**config.mk**
```make
export PLATFORM = sky130hd
export DESIGN_NAME = aes_round_ctrl_flat
export DESIGN_NICKNAME = d
export VERILOG_FILES = /design/src/rtl/aes_round_ctrl_if.sv /design/src/rtl/aes_round_ctrl.sv /design/src/flat_wrapper.sv
export SDC_FILE = /design/constraint.sdc
export NUM_CORES = 1
export LEC_CHECK = 0
export ABC_AREA = 1
export CORE_AREA = 4 4 401 403
export CTS_CLUSTER_DIAMETER = 30
export DETAILED_ROUTE_END_ITERATION = 12
export DIE_AREA = 0 0 405 407
export DONT_BUFFER_PORTS = 1
export REMOVE_ABC_BUFFERS = 1
export SLEW_MARGIN = 40
export SYNTH_ARGS = -nofsm -noshare
export SYNTH_HDL_FRONTEND = slang
export SYNTH_SLANG_ARGS = --single-unit
```
**constraint.sdc**
```tcl
create_clock -name clk -period 2 [get_ports clk]
set_input_delay 0.6 -clock clk [delete_from_list [all_inputs] [get_ports clk]]
set_output_delay 0.6 -clock clk [all_outputs]
set_load 0.02 [all_outputs]
```
**src/rtl/aes_round_ctrl_if.sv**
```systemverilog
// Handshake, ciphertext and round-datapath/key-scheduler bundle for aes_round_ctrl.
// slave is the controller's view; master is the view of the block driving and consuming it.
interface aes_round_ctrl_if;
    logic         in_valid;
    logic         in_ready;
    logic [127:0] in_data;
    logic [127:0] key_in;
    logic         out_valid;
    logic         out_ready;
    logic [127:0] out_data;
    logic [127:0] dp_state;
    logic [127:0] dp_shift;
    logic [127:0] dp_mix;
    logic [3:0]   ks_round;
    logic [127:0] ks_key;
    logic [127:0] ks_key_out;
    logic [3:0]   round;
    logic         busy;

    modport slave (
        input  in_valid, in_data, key_in, out_ready, dp_shift, dp_mix, ks_key_out,
        output in_ready, out_valid, out_data, dp_state, ks_round, ks_key, round, busy
    );

    modport master (
        output in_valid, in_data, key_in, out_ready, dp_shift, dp_mix, ks_key_out,
        input  in_ready, out_valid, out_data, dp_state, ks_round, ks_key, round, busy
    );
endinterface

```
**src/rtl/aes_round_ctrl.sv**
```systemverilog
// AES-128 round sequencer: out_valid rises NUM_ROUNDS*ROUND_CYCLES edges after acceptance;
// input stalls (in_ready=0) outside IDLE, ciphertext held in DONE until out_ready.
module aes_round_ctrl #(
    parameter int ROUND_CYCLES = 2,
    parameter int NUM_ROUNDS   = 10
) (
    input  logic            clk,
    input  logic            rst,
    aes_round_ctrl_if.slave bus
);

    if (ROUND_CYCLES < 1 || ROUND_CYCLES > 15) begin : g_bad_round_cycles
        $error("aes_round_ctrl: ROUND_CYCLES must be within 1..15");
    end
    if (NUM_ROUNDS != 10) begin : g_bad_num_rounds
        $error("aes_round_ctrl: NUM_ROUNDS is fixed at 10 for AES-128");
    end

    localparam logic [3:0] LP_LAST_CYC = 4'(ROUND_CYCLES - 1);
    localparam logic [3:0] LP_LAST_RND = 4'(NUM_ROUNDS);

    typedef enum logic [1:0] {
        IDLE  = 2'd0,
        ROUND = 2'd1,
        DONE  = 2'd2
    } fsm_t;

    fsm_t         r_fsm;
    logic [127:0] r_state;
    logic [127:0] r_rk;
    logic [3:0]   r_round;
    logic [3:0]   r_cyc;
    logic         r_out_valid;
    logic         r_busy;

    logic         w_in_ready;
    logic         w_accept;
    logic         w_round_end;
    logic         w_final_round;
    logic [127:0] w_round_res;

    // in_ready also gated by rst so a block offered during reset is never taken.
    assign w_in_ready    = (r_fsm == IDLE) && !rst;
    assign w_accept      = bus.in_valid && w_in_ready;
    assign w_round_end   = (r_cyc == LP_LAST_CYC);
    assign w_final_round = (r_round == LP_LAST_RND);
    // The last round has no MixColumns step.
    assign w_round_res   = (w_final_round ? bus.dp_shift : bus.dp_mix) ^ bus.ks_key_out;

    always_ff @(posedge clk) begin
        if (rst) begin
            r_fsm       <= IDLE;
            r_state     <= '0;
            r_rk        <= '0;
            r_round     <= '0;
            r_cyc       <= '0;
            r_out_valid <= 1'b0;
            r_busy      <= 1'b0;
        end else begin
            case (r_fsm)
                IDLE: begin
                    if (w_accept) begin
                        r_state <= bus.in_data ^ bus.key_in;
                        r_rk    <= bus.key_in;
                        r_round <= 4'd1;
                        r_cyc   <= '0;
                        r_busy  <= 1'b1;
                        r_fsm   <= ROUND;
                    end
                end
                ROUND: begin
                    if (w_round_end) begin
                        r_state <= w_round_res;
                        r_rk    <= bus.ks_key_out;
                        r_cyc   <= '0;
                        if (w_final_round) begin
                            r_round     <= '0;
                            r_busy      <= 1'b0;
                            r_out_valid <= 1'b1;
                            r_fsm       <= DONE;
                        end else begin
                            r_round <= r_round + 4'd1;
                        end
                    end else begin
                        r_cyc <= r_cyc + 4'd1;
                    end
                end
                DONE: begin
                    if (bus.out_ready) begin
                        r_out_valid <= 1'b0;
                        r_fsm       <= IDLE;
                    end
                end
                default: begin
                    r_fsm       <= IDLE;
                    r_out_valid <= 1'b0;
                    r_busy      <= 1'b0;
                end
            endcase
        end
    end

    assign bus.in_ready  = w_in_ready;
    assign bus.out_valid = r_out_valid;
    assign bus.out_data  = r_out_valid ? r_state : '0;
    assign bus.dp_state  = r_state;
    assign bus.ks_key    = r_rk;
    assign bus.ks_round  = r_round;
    assign bus.round     = r_round;
    assign bus.busy      = r_busy;

    a_round_bound: assert property (@(posedge clk) disable iff (rst) r_round <= LP_LAST_RND);
    a_cyc_bound: assert property (@(posedge clk) disable iff (rst) r_cyc <= LP_LAST_CYC);
    a_out_hold: assert property (@(posedge clk) disable iff (rst)
        (r_out_valid && !bus.out_ready) |=> (r_out_valid && $stable(r_state)));

endmodule

```
**src/flat_wrapper.sv**
```systemverilog
// flat-port wrapper written by rule: the top's interface ports become plain ports
module aes_round_ctrl_flat 
#(
    parameter int ROUND_CYCLES = 2,
    parameter int NUM_ROUNDS   = 10
)
  (clk, rst, bus_in_valid, bus_in_data, bus_key_in, bus_out_ready, bus_dp_shift, bus_dp_mix, bus_ks_key_out, bus_in_ready, bus_out_valid, bus_out_data, bus_dp_state, bus_ks_round, bus_ks_key, bus_round, bus_busy);
  aes_round_ctrl_if bus_i ();
  input  logic clk;
  input  logic rst;
  input wire logic [$bits(bus_i.in_valid)-1:0] bus_in_valid;
  input wire logic [$bits(bus_i.in_data)-1:0] bus_in_data;
  input wire logic [$bits(bus_i.key_in)-1:0] bus_key_in;
  input wire logic [$bits(bus_i.out_ready)-1:0] bus_out_ready;
  input wire logic [$bits(bus_i.dp_shift)-1:0] bus_dp_shift;
  input wire logic [$bits(bus_i.dp_mix)-1:0] bus_dp_mix;
  input wire logic [$bits(bus_i.ks_key_out)-1:0] bus_ks_key_out;
  output wire logic [$bits(bus_i.in_ready)-1:0] bus_in_ready;
  output wire logic [$bits(bus_i.out_valid)-1:0] bus_out_valid;
  output wire logic [$bits(bus_i.out_data)-1:0] bus_out_data;
  output wire logic [$bits(bus_i.dp_state)-1:0] bus_dp_state;
  output wire logic [$bits(bus_i.ks_round)-1:0] bus_ks_round;
  output wire logic [$bits(bus_i.ks_key)-1:0] bus_ks_key;
  output wire logic [$bits(bus_i.round)-1:0] bus_round;
  output wire logic [$bits(bus_i.busy)-1:0] bus_busy;
  assign bus_i.in_valid = bus_in_valid;
  assign bus_i.in_data = bus_in_data;
  assign bus_i.key_in = bus_key_in;
  assign bus_i.out_ready = bus_out_ready;
  assign bus_i.dp_shift = bus_dp_shift;
  assign bus_i.dp_mix = bus_dp_mix;
  assign bus_i.ks_key_out = bus_ks_key_out;
  assign bus_in_ready = bus_i.in_ready;
  assign bus_out_valid = bus_i.out_valid;
  assign bus_out_data = bus_i.out_data;
  assign bus_dp_state = bus_i.dp_state;
  assign bus_ks_round = bus_i.ks_round;
  assign bus_ks_key = bus_i.ks_key;
  assign bus_round = bus_i.round;
  assign bus_busy = bus_i.busy;
  aes_round_ctrl #(.ROUND_CYCLES(ROUND_CYCLES), .NUM_ROUNDS(NUM_ROUNDS)) u_core (.clk(clk), .rst(rst), .bus(bus_i));
endmodule
```
## After elaboration in Yosys (flattened, before gate mapping)

Index checks and enable logic that the tools add are counted.

| storage, ports and cells | value |
|---|---|
| register bits after elaboration | 268 |
| latch bits | 0 |
| bits in writable memories | 0 |
| bits in read-only memories | 0 |
| bits of input ports | 644 |
| output and inout port bits | 395 |
| memories kept | 0 |

| cells by class | value |
|---|---|
| add/sub/neg operators | 2 |
| $mul | 0 |
| divide/modulo/power cells | 0 |
| $lt $le $gt $ge | 0 |
| equality and inequality tests | 8 |
| shift-type cells | 0 |
| muxes and demuxes | 28 |
| bitwise operators | 4 |
| reductions and logical operators | 10 |

Operators with widths:

| cell | count |
|---|---|
| 128-bit 2-to-1 mux | 6 |
| 128-bit case mux with 2 select lines | 2 |
| 128-bit bitwise XOR | 2 |
| 4-bit 2-to-1 mux | 5 |
| 4-bit case mux with 2 select lines | 2 |
| 4-bit AND reduction | 3 |
| 4-bit by 1-bit adder with 4-bit output, second input constant | 2 |
| 2-bit 2-to-1 mux | 4 |
| 1-bit 2-to-1 mux | 6 |
| 2-bit by 1-bit != test with 1-bit output, second input constant | 3 |
| 1-bit case mux with 3 select lines | 2 |
| 2-bit case mux with 3 select lines | 1 |
| 4-bit by 1-bit equality test with 1-bit output, second input constant | 1 |
| 4-bit equality test, second input constant | 1 |
| 3-bit AND reduction | 1 |
| 2-bit by 1-bit equality test with 1-bit output, second input constant | 1 |
| 2-bit equality test, second input constant | 1 |
| 1-bit logical AND | 2 |
| 2-bit logical NOT | 1 |
| 2-bit != test, second input constant | 1 |
| 1-bit NOT | 2 |
| 2-bit AND reduction | 1 |
| 2-bit nonzero test | 1 |
| 1-bit logical NOT | 1 |

## Longest topological paths before layout

| depth | value |
|---|---|
| depth after elaboration | 5 |
| mapped depth | 12 |

## Worst setup path after synthesis

No wires, ideal clock.

| path | value |
|---|---|
| kind | in2out |
| from | input rst |
| to | output bus_in_ready |
| data arrival time | 1.510 ns |
| required time | 1.400 ns |
| slack | -0.110 ns |
| stages | 4 |
| path through | clkbuf_1 > clkbuf_1 > clkbuf_1 > nor2_1 |

| between the ends | value |
|---|---|
| word-level cells in the longest chain between the ends | 2 |

RTL lines:

| what | RTL line | text |
|---|---|---|
| start, declared | flat_wrapper.sv:10 | `input logic rst;` |
| 1-bit logical NOT | aes_round_ctrl.sv:43 | `assign w_in_ready = (r_fsm == IDLE) && !rst;` |
| 1-bit logical AND | aes_round_ctrl.sv:43 |  |
| end, declared | flat_wrapper.sv:18 | `output wire logic [$bits(bus_i.in_ready)-1:0] bus_in_ready;` |

Every way passes these cells.

## Worst setup path in the final report

| path | value |
|---|---|
| from | register u_core.r_out_valid (netlist: u_core.bus.out_valid) |
| to | output bus_out_data[7] |

| between the ends | value |
|---|---|
| word-level cells in the longest chain between the ends | 1 |

RTL lines:

| what | RTL line | text |
|---|---|---|
| start, declared | aes_round_ctrl.sv:33 | `logic r_out_valid;` |
| start signal, assigned | aes_round_ctrl.sv:57 | `r_out_valid <= 1'b0;` |
| start signal, assigned | aes_round_ctrl.sv:79 | `r_out_valid <= 1'b1;` |
| start signal, assigned | aes_round_ctrl.sv:90 | `r_out_valid <= 1'b0;` |
| 128-bit 2-to-1 mux | aes_round_ctrl.sv:105 | `assign bus.out_data = r_out_valid ? r_state : '0;` |
| end, declared | flat_wrapper.sv:20 | `output wire logic [$bits(bus_i.out_data)-1:0] bus_out_data;` |

Every way passes these cells.

==> results by group <==
Run status
  • Outcome: finished, violations left
  • Failing checks: setup timing

Finish
  • Syn-to-layout area delta: 50.98%
  • Fillers: between 15000 and 20000
  • # nets final: ~4300
  • Layout cells sized above 1: a little over a fifth
  • Post-route insts no fill: between 5000 and 6000
  • Register area: about 5400 µm²
  • Area of the multi-input gates: roughly 12000 µm²

Floorplan
  • Vert. Die Dim: 407 µm
  • # IOs: roughly 1000
  • Rows: 146
  • Die width: between 400 and 500 µm
  • Area of the core: roughly 160000 µm²
  • Initial Utilization: about an eighth
  • Die area: ~160000 µm²

GRT
  • Met1 usage: between 20% and 30%
  • Met2 Usage GRT: between 20 and 30%
  • Vias in the first global route: between 20000 and 25000
  • Initial antenna violation count: 38
  • Pin count of the biggest net entering global routing: roughly 140
  • Total Routing Usage GR: between 15 and 20%
  • Grt ovf: 0
  • GRT busiest layer: met2
  • First-pass GRT wire length: about 200000 µm
  • Met3 usage: 7.042%

Critical path
  • CP most frequent cell: buf_12
  • R2R setup slack: -10 ps
  • WP data arrival: between 1500 and 2000 ps
  • Worst r2r path cells: 9
  • CP Depth: 5
  • Setup crit end kind: output pin
  • CP max FO: 15
  • Reg-to-Reg End: u_core.bus.ks_key[74]$_SDFFE_PP0P_
  • Worst Path Required: approximately 1400 ps
  • Critical path type: register to output pin
  • Worst r2r src: u_core.r_fsm[1]$_SDFFE_PP0P_
  • Largest stage delay, worst path: about 360 ps
  • Worst-path cell chain: buf_12 > buf_16 > nand2_1 > inv_2 > buf_12
  • Crit path capture: bus_out_data[7]
  • CP startpoint kind: register
  • Crit path max-delay family: buffers and inverters
  • Critical path buffers and inverters: 4
  • Highest-delay cell along the critical path: dfxtp_4
  • Crit path from: u_core.bus.out_valid$_SDFFE_PP0P_

Drt
  • DRT antenna net count: 0
  • DRC: 0
  • First-pass DRT Iterations: 6
  • DR iter-0 viols: 2448
  • Avg WL per Cell: ~27 µm
  • Final wirelength: around 160000 µm
  • Vias per cell: 4.186
  • Routed via count: approximately 24000

Logic synthesis
  • Seq/Total Area, Yosys: about 29%
  • Cells after synthesis: around 3500
  • Mean post-synth cell area: 5.437 µm²
  • Number of synthesized register bits: between 200 and 300
  • Yosys warns: 0
  • Yosys cell types: 22
  • Mapped Area: between 15000 and 20000 µm²

Clock network
  • Clk sinks: roughly 270
  • Clock buffer depth: 3
  • CTS root buffer: clkbuf_16
  • Latest clock arrival within the worst-skew pair: ~700 ps
  • Clock slew seen by the registers of the worst setup and hold paths: roughly 40 ps
  • CTS tree: done
  • Total CTS buffers: between 90 and 100
  • H-Tree Level Count: 3

Placement
  • Port Buf Inserts: 0
  • Cells after DPL: roughly 5600
  • Hpwl dp: 125900 µm
  • Final GP Congestion: between 1 and 1.5

STA
  • Slew @ Worst Pin: approximately 550 ps
  • Setup violators final: about 130
  • Min cycle time layout: 2353 ps
  • Final period utilization: 117.6%
  • Slew headroom: between 60% and 70%
  • Setup TNS Final: -36960 ps
  • Clock skew: 42.84 ps
  • Final worst setup slack: -352.5 ps
  • Final hold vios: 0
  • RSZ-0062 raised after global routing: yes
  • Max frequency: between 400 and 500 MHz
  • Max Slew Vio Count: 0

Power
  • PwrDens: roughly 1400 nW/µm²
  • Worst VDD drop: 0.6721 mV
  • Pleak: roughly 14 nW

Flow run
  • Max Cap Violations: 0

Worst hold path
  • Worst Hold Class: input port to register
through the flow:
step                      util (%)  total power (W)  hold slack (ps)  setup slack, ps  area [µm²]
after floorplan                  -          0.01397            463.7           -11110       17910
final                        18.04          0.03873            106.8           -352.5       28410
after CTS                    17.46          0.03849            5.660           -490.1       27490
after global routing         18.03          0.04077            37.93           -452.6       28400
after global placement       14.91          0.02257            452.6           -70.07       23470
after detailed placement     14.91          0.02266            457.4           -76.80       23470
state kept, by name (all words and copies together) (netlist names):
name and count:
u_core.bus.busy 1, u_core.bus.dp_state 128, u_core.bus.ks_key 128, u_core.bus.ks_round 4
u_core.bus.out_valid 1, u_core.r_cyc 4, u_core.r_fsm 2
power by group:
part	total (W)	switching (W)	internal (W)	leakage, nW
registers	0.0100	0.00314	0.00686	2.23
logic	0.0139	0.00908	0.00487	9.82
clock network	0.0148	0.00465	0.0101	1.59
total	0.0387	0.0169	0.0219	13.6
worst min-delay path by stage:
| stage | start | end | slack, ps | cells after the start |
|---|---|---|---|---|
| after floorplan | u_core.r_cyc[3]$_SDFFE_PP0P_ | u_core.r_cyc[3]$_SDFFE_PP0P_ | 460 | 2 |
| after global placement | u_core.bus.ks_key[32]$_SDFFE_PP0P_ | u_core.bus.ks_key[32]$_SDFFE_PP0P_ | 450 | 2 |
| after detailed placement | u_core.bus.ks_key[32]$_SDFFE_PP0P_ | u_core.bus.ks_key[32]$_SDFFE_PP0P_ | 460 | 2 |
| after CTS | rst | u_core.bus.ks_key[44]$_SDFFE_PP0P_ | 6 | 1 |
| after global routing | rst | u_core.bus.ks_key[44]$_SDFFE_PP0P_ | 40 | 1 |
| final | rst | u_core.bus.dp_state[80]$_SDFFE_PP0P_ | 110 | 2 |
layout make-up:
class	instances	share of cell area (%)
Antenna cell	21	0.1850
Clock buffer	130	9.539
Clock inverter	43	1.740
Tap cell	2072	9.125
Sequential cell	268	19.14
Inverter	369	5.575
Multi-Input combinational cell	2616	41.34
Timing Repair Buffer	313	13.37
timing repair:
action                     in CTS  in global routing
setup endpoints to repair     176                272
hold buffers                    1                  0
gates cloned                    8                  9
pin swaps                       3                  6
hold endpoints to repair       54                  0
gates resized for setup       273                152
setup buffers                  17                 15
cells in the mapped netlist:
| master | number | area (µm²) |
|---|---|---|
| o21ai_1 | 1 | 5.000 |
| buf_1 | 18 | 67.56 |
| o21bai_1 | 57 | 427.9 |
| nand2_2 | 2 | 12.51 |
| buf_2 | 61 | 305.3 |
| nand4_1 | 59 | 369.1 |
| o21ai_0 | 135 | 675.7 |
| inv_1 | 367 | 1378 |
| clkbuf_1 | 116 | 435.4 |
| o22ai_1 | 1 | 6.260 |
| buf_4 | 13 | 97.59 |
| dfxtp_1 | 268 | 5365 |
| ha_1 | 4 | 50.05 |
| nand3_1 | 247 | 1236 |
| nand2_1 | 1272 | 4775 |
| nor2_1 | 525 | 1971 |
| or2_2 | 43 | 269.0 |
| xor2_1 | 1 | 8.760 |
| a31o_2 | 1 | 8.760 |
| nor2_4 | 1 | 11.26 |
| inv_2 | 2 | 7.510 |
| a21oi_1 | 267 | 1336 |
cell families after synthesis:
| kind of cell | count (synthesis) | synth area share [%] |
|---|---|---|
| AO/OA/AOI/OAI | 462 | 13.07 |
| XOR/XNOR | 1 | 0.04655 |
| flip-flops | 268 | 28.51 |
| buffers and inverters | 577 | 12.17 |
| adder cells (fa/ha/maj) | 4 | 0.2660 |
| AND/OR/NAND/NOR | 2149 | 45.93 |
layout by cell type, fill, tap and decap left out, drive strengths merged, types with 2 or more instances in the layout:
cell	synthesis	routed
bufbuf	0	2
a21oi	267	267
dfxtp	268	268
ha	4	4
clkbuf	116	139
inv	369	367
nand3	247	247
diode	0	21
bufinv	0	6
or2	43	43
o21ai	136	136
nand4	59	59
clkinv	0	38
nand2	1274	1274
o21bai	57	57
buf	92	302
nor2	526	526
per-layer routing:
| metal | vias up | wire length, µm |
|---|---|---|
| met4 | 30 | 5878 |
| met1 | 11440 | 63650 |
| met3 | 280 | 16990 |
| met2 | 1448 | 71330 |
| li1 | 11210 | - |
| met5 | - | 522 |
(Power assumes the default switching activity.)
